**src/rtl/fetch_stage_pkg.sv**
```systemverilog
// rtl/fetch_stage_pkg.sv - shared types and constants for the instruction fetch stage
package fetch_stage_pkg;

  localparam int          PKG_INST_W = 32;
  localparam logic [31:0] INST_BYTES = 32'd4;

  typedef struct packed {
    logic                  valid;
    logic [31:0]           pc;
    logic [PKG_INST_W-1:0] inst;
  } fetch_out_t;

  typedef struct packed {
    logic        valid;
    logic [31:0] pc;
  } redirect_t;

  // Word-align a byte address; the low two bits of a target are ignored.
  function automatic logic [31:0] align_pc(input logic [31:0] pc);
    return {pc[31:2], 2'b00};
  endfunction

endpackage

```
**src/rtl/fetch_stage_if.sv**
```systemverilog
// rtl/fetch_stage_if.sv - redirect, instruction-memory and decode-side signals of the fetch stage
interface fetch_stage_if #(
  parameter int INST_W = 32
);

  logic              redirect_valid;
  logic [31:0]       redirect_pc;
  logic              imem_read_enable;
  logic [31:0]       imem_read_addr;
  logic [INST_W-1:0] imem_read_data;
  logic              out_valid;
  logic              out_ready;
  logic [31:0]       out_pc;
  logic [INST_W-1:0] out_inst;
  logic [31:0]       perf_fetched;
  logic [31:0]       perf_stall;

  modport master (
    input  redirect_valid, redirect_pc, imem_read_data, out_ready,
    output imem_read_enable, imem_read_addr, out_valid, out_pc, out_inst,
           perf_fetched, perf_stall
  );

  modport slave (
    output redirect_valid, redirect_pc, imem_read_data, out_ready,
    input  imem_read_enable, imem_read_addr, out_valid, out_pc, out_inst,
           perf_fetched, perf_stall
  );

endinterface

```
**src/rtl/fetch_perf_counter.sv**
```systemverilog
// rtl/fetch_perf_counter.sv - delivered-instruction and stall-cycle counters, wrap on overflow
module fetch_perf_counter (
  input  logic        clk,
  input  logic        rst,
  input  logic        inc_fetched_i,
  input  logic        inc_stall_i,
  output logic [31:0] fetched_o,
  output logic [31:0] stall_o
);

  logic [31:0] fetched_q;
  logic [31:0] stall_q;

  // Each counter bumps by one on its enable; reset clears both immediately.
  always_ff @(posedge clk or posedge rst) begin
    if (rst) begin
      fetched_q <= 32'd0;
      stall_q   <= 32'd0;
    end else begin
      if (inc_fetched_i) fetched_q <= fetched_q + 32'd1;
      if (inc_stall_i)   stall_q   <= stall_q + 32'd1;
    end
  end

  assign fetched_o = fetched_q;
  assign stall_o   = stall_q;

endmodule

```
**src/rtl/fetch_stage.sv**
```systemverilog
// rtl/fetch_stage.sv - PC holder and BRAM read driver pairing each word with its PC; perf counters under FETCH_PERF_COUNTERS_EN
module fetch_stage
  import fetch_stage_pkg::*;
#(
  parameter logic [31:0] RESET_PC = 32'h0000_0000,
  parameter int          INST_W   = 32
) (
  input  logic          clk,
  input  logic          rst,
  fetch_stage_if.master fetch_if
);

  logic [31:0]       issue_pc_q, issue_pc_d;
  logic [31:0]       f2_pc_q, f2_pc_d;
  logic              f2_valid_q, f2_valid_d;
  redirect_t         redir;
  logic              advance;
  logic              out_valid;
  logic [INST_W-1:0] inst_word;

  assign redir.valid = fetch_if.redirect_valid;
  assign redir.pc    = align_pc(fetch_if.redirect_pc);

  // The held slot may move on when it is empty or decode is taking it.
  assign advance   = ~f2_valid_q | fetch_if.out_ready;
  // A redirect squashes whatever sits on the output this cycle.
  assign out_valid = f2_valid_q & ~redir.valid;

  // Next-state: redirect beats everything, otherwise advance or hold for a stall.
  always_comb begin
    issue_pc_d = issue_pc_q;
    f2_pc_d    = f2_pc_q;
    f2_valid_d = f2_valid_q;
    if (redir.valid) begin
      f2_pc_d    = redir.pc;
      f2_valid_d = 1'b1;
      issue_pc_d = redir.pc + INST_BYTES;
    end else if (advance) begin
      f2_pc_d    = issue_pc_q;
      f2_valid_d = 1'b1;
      issue_pc_d = issue_pc_q + INST_BYTES;
    end
  end

  // PC state; reset drops any in-flight read.
  always_ff @(posedge clk or posedge rst) begin
    if (rst) begin
      issue_pc_q <= RESET_PC;
      f2_pc_q    <= 32'd0;
      f2_valid_q <= 1'b0;
    end else begin
      issue_pc_q <= issue_pc_d;
      f2_pc_q    <= f2_pc_d;
      f2_valid_q <= f2_valid_d;
    end
  end

  // Read port: keep the BRAM output frozen during a stall by not enabling it.
  assign fetch_if.imem_read_enable = ~rst & (redir.valid | advance);
  assign fetch_if.imem_read_addr   = rst         ? (RESET_PC >> 2) :
                                     redir.valid ? {2'b00, redir.pc[31:2]} :
                                                   {2'b00, issue_pc_q[31:2]};

  assign inst_word          = fetch_if.imem_read_data;
  assign fetch_if.out_valid = out_valid;
  assign fetch_if.out_pc    = f2_pc_q;
  assign fetch_if.out_inst  = inst_word;

`ifdef FETCH_PERF_COUNTERS_EN
  fetch_perf_counter u_perf (
    .clk           (clk),
    .rst           (rst),
    .inc_fetched_i (out_valid & fetch_if.out_ready),
    .inc_stall_i   (out_valid & ~fetch_if.out_ready),
    .fetched_o     (fetch_if.perf_fetched),
    .stall_o       (fetch_if.perf_stall)
  );
`else
  assign fetch_if.perf_fetched = 32'd0;
  assign fetch_if.perf_stall   = 32'd0;
`endif

endmodule

```
**src/flat_wrapper.sv**
```systemverilog
// flat-port wrapper written by rule: the top's interface ports become plain ports
module fetch_stage_flat import fetch_stage_pkg::*;
#(
  parameter logic [31:0] RESET_PC = 32'h0000_0000,
  parameter int          INST_W   = 32
)
  (clk, rst, fetch_if_redirect_valid, fetch_if_redirect_pc, fetch_if_imem_read_data, fetch_if_out_ready, fetch_if_imem_read_enable, fetch_if_imem_read_addr, fetch_if_out_valid, fetch_if_out_pc, fetch_if_out_inst, fetch_if_perf_fetched, fetch_if_perf_stall);
  fetch_stage_if #(.INST_W(INST_W)) fetch_if_i ();
  input  logic clk;
  input  logic rst;
  input wire logic [$bits(fetch_if_i.redirect_valid)-1:0] fetch_if_redirect_valid;
  input wire logic [$bits(fetch_if_i.redirect_pc)-1:0] fetch_if_redirect_pc;
  input wire logic [$bits(fetch_if_i.imem_read_data)-1:0] fetch_if_imem_read_data;
  input wire logic [$bits(fetch_if_i.out_ready)-1:0] fetch_if_out_ready;
  output wire logic [$bits(fetch_if_i.imem_read_enable)-1:0] fetch_if_imem_read_enable;
  output wire logic [$bits(fetch_if_i.imem_read_addr)-1:0] fetch_if_imem_read_addr;
  output wire logic [$bits(fetch_if_i.out_valid)-1:0] fetch_if_out_valid;
  output wire logic [$bits(fetch_if_i.out_pc)-1:0] fetch_if_out_pc;
  output wire logic [$bits(fetch_if_i.out_inst)-1:0] fetch_if_out_inst;
  output wire logic [$bits(fetch_if_i.perf_fetched)-1:0] fetch_if_perf_fetched;
  output wire logic [$bits(fetch_if_i.perf_stall)-1:0] fetch_if_perf_stall;
  assign fetch_if_i.redirect_valid = fetch_if_redirect_valid;
  assign fetch_if_i.redirect_pc = fetch_if_redirect_pc;
  assign fetch_if_i.imem_read_data = fetch_if_imem_read_data;
  assign fetch_if_i.out_ready = fetch_if_out_ready;
  assign fetch_if_imem_read_enable = fetch_if_i.imem_read_enable;
  assign fetch_if_imem_read_addr = fetch_if_i.imem_read_addr;
  assign fetch_if_out_valid = fetch_if_i.out_valid;
  assign fetch_if_out_pc = fetch_if_i.out_pc;
  assign fetch_if_out_inst = fetch_if_i.out_inst;
  assign fetch_if_perf_fetched = fetch_if_i.perf_fetched;
  assign fetch_if_perf_stall = fetch_if_i.perf_stall;
  fetch_stage #(.RESET_PC(RESET_PC), .INST_W(INST_W)) u_core (.clk(clk), .rst(rst), .fetch_if(fetch_if_i));
endmodule
```
**config.mk**
```make
export PLATFORM = sky130hd
export DESIGN_NAME = fetch_stage_flat
export DESIGN_NICKNAME = d
export VERILOG_FILES = /design/src/rtl/fetch_stage_pkg.sv /design/src/rtl/fetch_stage_if.sv /design/src/rtl/fetch_perf_counter.sv /design/src/rtl/fetch_stage.sv /design/src/flat_wrapper.sv
export SDC_FILE = /design/constraint.sdc
export NUM_CORES = 1
export LEC_CHECK = 0
export CAP_MARGIN = 20
export CELL_PAD_IN_SITES_DETAIL_PLACEMENT = 0
export CELL_PAD_IN_SITES_GLOBAL_PLACEMENT = 1
export CORE_MARGIN = 10
export CORE_UTILIZATION = 30
export CTS_BUF_LIST = sky130_fd_sc_hd__clkbuf_8 sky130_fd_sc_hd__clkbuf_16
export CTS_CLUSTER_DIAMETER = 30
export CTS_CLUSTER_SIZE = 25
export DETAILED_ROUTE_END_ITERATION = 12
export HOLD_SLACK_MARGIN = 0.03
export MAX_ROUTING_LAYER = met4
export PLACE_DENSITY_LB_ADDON = 0.05
export SLEW_MARGIN = 10
export SYNTH_ARGS = -nofsm -noshare
export SYNTH_HDL_FRONTEND = slang
export SYNTH_SLANG_ARGS = --single-unit
```
**constraint.sdc**
```tcl
create_clock -name clk -period 3.5 [get_ports clk]
set_clock_uncertainty 0.1 [all_clocks]
set_input_delay 0.7 -clock clk [delete_from_list [all_inputs] [get_ports clk]]
set_output_delay 0.7 -clock clk [all_outputs]
set_load 0.02 [all_outputs]
```
### Word level (Yosys, flattened, before mapping)

Index checks and enable logic that the tools add are counted.

* add/subtract/negate cells: 2
* muxes and demuxes: 8
* bitwise gates (word level): 7
* reductions and logical operators: 1

Operator list (number)
* 2-to-1 mux 32 bit: 5
* adder 32 x 3 -> 32 bit (second input constant): 2
* 2-to-1 mux 30 bit: 1
* NOT 1 bit: 3
* AND 1 bit: 2
* 2-to-1 mux 1 bit: 2
* OR 1 bit: 2
* nonzero test 2 bit: 1

* output and inout port bits: 162
* word-level logic and storage cells: 21
* register bits after elaboration: 65

### Logic depth before layout (Yosys ltp)

* depth after elaboration: 4
* depth in mapped cells: 14
* depth with buffers taken out: 8

### Worst setup path after synthesis

No wires, ideal clock.

* path type: input-to-output
* from: in rst
* to: out fetch_if_imem_read_addr[0]
* required time: 2.700 ns
* path slack: 0.118 ns
* buffers on the path: 1
* arrival time: 2.582 ns
* stages: 3
* path through: clkbuf_1 > inv_1 > and2_1

* longest elaborated chain between the ends: 1

Ends and longest elaborated chain
* from (decl): RTL line flat_wrapper.sv:10 `input logic rst;`
* 2-to-1 mux 32 bit: RTL line fetch_stage.sv:60 `assign fetch_if.imem_read_addr = rst ? (RESET_PC >> 2) :`
* to (decl): RTL line flat_wrapper.sv:16 `output wire logic [$bits(fetch_if_i.imem_read_addr)-1:0] fetch_if_imem_read_addr;`

No other way between the ends.

### Final worst setup path

* from: in fetch_if_redirect_pc[5]
* to: out fetch_if_imem_read_addr[3]

* longest elaborated chain between the ends: 2

Ends and longest elaborated chain
* from (decl): RTL line flat_wrapper.sv:12 `input wire logic [$bits(fetch_if_i.redirect_pc)-1:0] fetch_if_redirect_pc;`
* 2-to-1 mux 30 bit: RTL line fetch_stage.sv:61 `redir.valid ? {2'b00, redir.pc[31:2]} :`
* 2-to-1 mux 32 bit: RTL line fetch_stage.sv:60

No other way between the ends.

==> metrics.txt <==
CTS Buf Count 9; clk sinks slightly above 60; Reg clk slew, reported paths 0.05 ns; Crit path largest cell delay 0.56 ns; Tot Pwr between 2 and 2.5 mW; Post CTS Setup Buffer Count 0; Peak VDD IR between 200 and 250 uV; Yosys cell types 47; Synth async-reset ratio 100%; IO Pins 230; die footprint 22,000 um2; Yosys top cell area share ~31%; Routed WL per cell about 17 um; Pleak between 2 and 3 nW; core area 16,000 um2; fillcell total about 1,700; Layout area overhead 21.0%; run status finished clean; DP HPWL around 11 mm; RSZ-0062 raised after global routing false; WP data arrival between 2 and 2.5 ns; Pint ~1.6 mW; #FFs+latches synth roughly 60; Slew headroom between 40% and 50%; Initial Utilization 30.9%; Required @ worst endpoint between 2 and 3 ns; crit path capture type primary output; first-pass GRT wire length between 20 and 25 mm; Finished Cell Area 5980 um2; clock root cell clkbuf_16; GR Util All Layers around 14%; Synth area leader dfrtp_1; vias per inst around 4.6; R2R depth 9; Final #Nets about 700; hold buffers post-CTS 0; Tcrit/Tclk final 88.7%; clock tree buffer depth 2; PwrDens about 410 nW/um2; port bufs 95; critical path cell sequence clkdlybuf4s50_1 -> mux2i_1 -> nor2_1 -> clkdlybuf4s50_1; H-tree levels 3; FP Rows 46; Max Cap Viol 0; Hold Vio Cnt, Final 0; top post-synthesis cells by area dfrtp_1 31%, buf_4 15%, mux2i_1 9.9%, xnor2_1 5.8%, xor2_1 4.1%; ys flop type dfrtp_1; count of final max-slew check failures 0; hold path depth 1; # DRC 0; Synth Warn # 0; Via Count between 3,000 and 4,000; CTS tree yes; post-route worst setup slack about 0.39 ns; layout cells sized above 1 about 7.5%; Place WS about 0.24 ns; Psw 835 uW; register share of total power 35.6%; placed cell count ~840; TritonRoute pass-1 iters 4; Post-Layout Cell Count ~850; total routed wirelength roughly 15 mm; HP Class flop to flop; Post-DP Area 5680 um2; CP Max Fanout 4; Final Util between 30% and 40%; Crit path buffers/inverters 2; largest net degree at the start of global routing 60; First DRT Iteration DRCs around 230; Final Setup Violations 0; GRT overflow 0; initial antenna violation count 0; TNS Setup 0 ns; Worst Tran Pin Value approximately 0.83 ns; CP max-delay cell clkdlybuf4s50_1; cell area after synthesis 4940 um2; Post-synth EDFFs 0; Crit path top cell by count clkdlybuf4s50_1; crit path launch type input port; CTS resizes 0; Max Freq approximately 0.32 GHz; Routed Antenna Nets 0; chip width approximately 150 um; Synth Instances between 500 and 600; Routability Congestion about 0.8; Avg Cell Area, Syn approximately 8.7 um2; sw frac 33.7%; clk_lat worst skew 0.34 ns; antenna cells 0; Die Y 148 um; CP Depth 4; clock group share of total power a little over a third; Comb pwr share around 28%; crit path kind input port to primary output; vias in the first global route between 4,000 and 5,000; CP top delay family buffers and inverters; min Tclk post-route around 3.1 ns; worst hold slack approximately 0.41 ns; register area share after synthesis 30.9%
-- final cells by class --
type	instances	area, um2	share of cell area (%)
sequential	61	1530	25.5
inverter	4	15.0	0.251
clock inverter	3	17.5	0.293
tap	216	270	4.52
clock buffer	13	280	4.69
timing repair buffer	112	1100	18.4
multi-input combinational	444	2770	46.3
-- layout by cell type, fill, tap and decap left out, drive strengths merged, types with 2 or more instances in the layout --
cell / netlist / final
mux2i: 49 / 49
mux2: 4 / 4
nand4: 12 / 12
nand3b: 10 / 10
xor2: 23 / 23
o22ai: 3 / 3
nor2: 29 / 29
nor2b: 4 / 4
a222oi: 2 / 2
nand2b: 26 / 26
clkinv: 0 / 2
inv: 4 / 4
o21ai: 35 / 35
xnor2: 33 / 33
and3: 2 / 2
nand3: 23 / 23
nand2: 53 / 53
a21oi: 34 / 34
clkbuf: 17 / 13
conb: 2 / 69
dfrtp: 61 / 61
clkdlybuf4s50: 0 / 94
nor4: 2 / 2
nand4b: 3 / 3
buf: 112 / 18
and2: 3 / 3
a22oi: 6 / 6
nor3: 7 / 7
-- registers in the layout, indices dropped and copies added, names as in the netlist --
| register | cells |
|---|---|
| u_core.f2_valid_q | 1 |
| u_core.issue_pc_q | 30 |
| u_core.fetch_if.out_pc | 30 |
-- worst register-to-register path, stage by stage, from the launching register on --
cell,delay (ns)
dfrtp_1,0.38
mux2_2,0.19
ha_1,0.25
nand4_1,0.12
o22ai_1,0.23
buf_4,0.19
nand3_2,0.26
nor4_2,0.35
xnor2_1,0.16
mux2i_1,0.09
-- power by group through the flow --
stage / combinational (mW) / sequential [mW] / clock (mW)
floorplan: 0.490 / 0.918 / 0
global placement: 0.696 / 0.894 / 0
detailed placement: 0.700 / 0.897 / 0
CTS: 0.703 / 0.885 / 0.934
global route: 0.764 / 0.899 / 0.964
finish: 0.695 / 0.883 / 0.900
-- synthesized netlist by cell type, types with 2 or more instances --
library cell  count
buf_4           101
dfrtp_1          61
nand2_1          53
mux2i_1          49
o21ai_0          35
a21oi_1          34
xnor2_1          33
nor2_1           29
nand2b_1         26
xor2_1           23
nand3_1          22
clkbuf_1         17
nand4_1          10
nand3b_1          9
nor3_1            7
a22oi_1           6
buf_2             6
inv_1             4
mux2_2            4
nor2b_1           4
and2_1            3
buf_1             3
nand4b_1          3
o22ai_1           3
a222oi_1          2
and3_1            2
conb_1            2
-- path summary, 6_finish.rpt --
check	from	end	slack, ns
setup / recovery	fetch_if_redirect_pc[5]	fetch_if_imem_read_addr[3]	0.39
hold / removal	u_core.fetch_if.out_pc[3]$_DFFE_PP0N_	u_core.fetch_if.out_pc[3]$_DFFE_PP0N_	0.41
setup reg to reg	u_core.issue_pc_q[3]$_DFFE_PP0N_	u_core.issue_pc_q[30]$_DFFE_PP0N_	1.06
hold reg to reg	u_core.fetch_if.out_pc[3]$_DFFE_PP0N_	u_core.fetch_if.out_pc[3]$_DFFE_PP0N_	0.41
max in group asynchronous	rst	u_core.fetch_if.out_pc[21]$_DFFE_PP0N_	1.61
min in group asynchronous	rst	u_core.fetch_if.out_pc[5]$_DFFE_PP0N_	0.68
-- per-layer routing --
layer  GRT usage (%)  wire (um)  part of all wire, %
met2            22.1       6890                   46
met5               -          0                    0
met4            3.57        150                  1.0
met1            16.4       6660                   45
met3            5.46       1140                  7.7
-- kinds of logic after synthesis --
| kind of cell | share of synthesized area [%] |
|---|---|
| mux | 10.8 |
| buf+inv | 18.3 |
| compound gates | 10.0 |
| flops | 30.9 |
| simple gates | 19.6 |
| fa+ha+maj | 0.253 |
| xor+xnor | 9.93 |
| other cells | 0.152 |
Power figures use the tool's default switching activity.
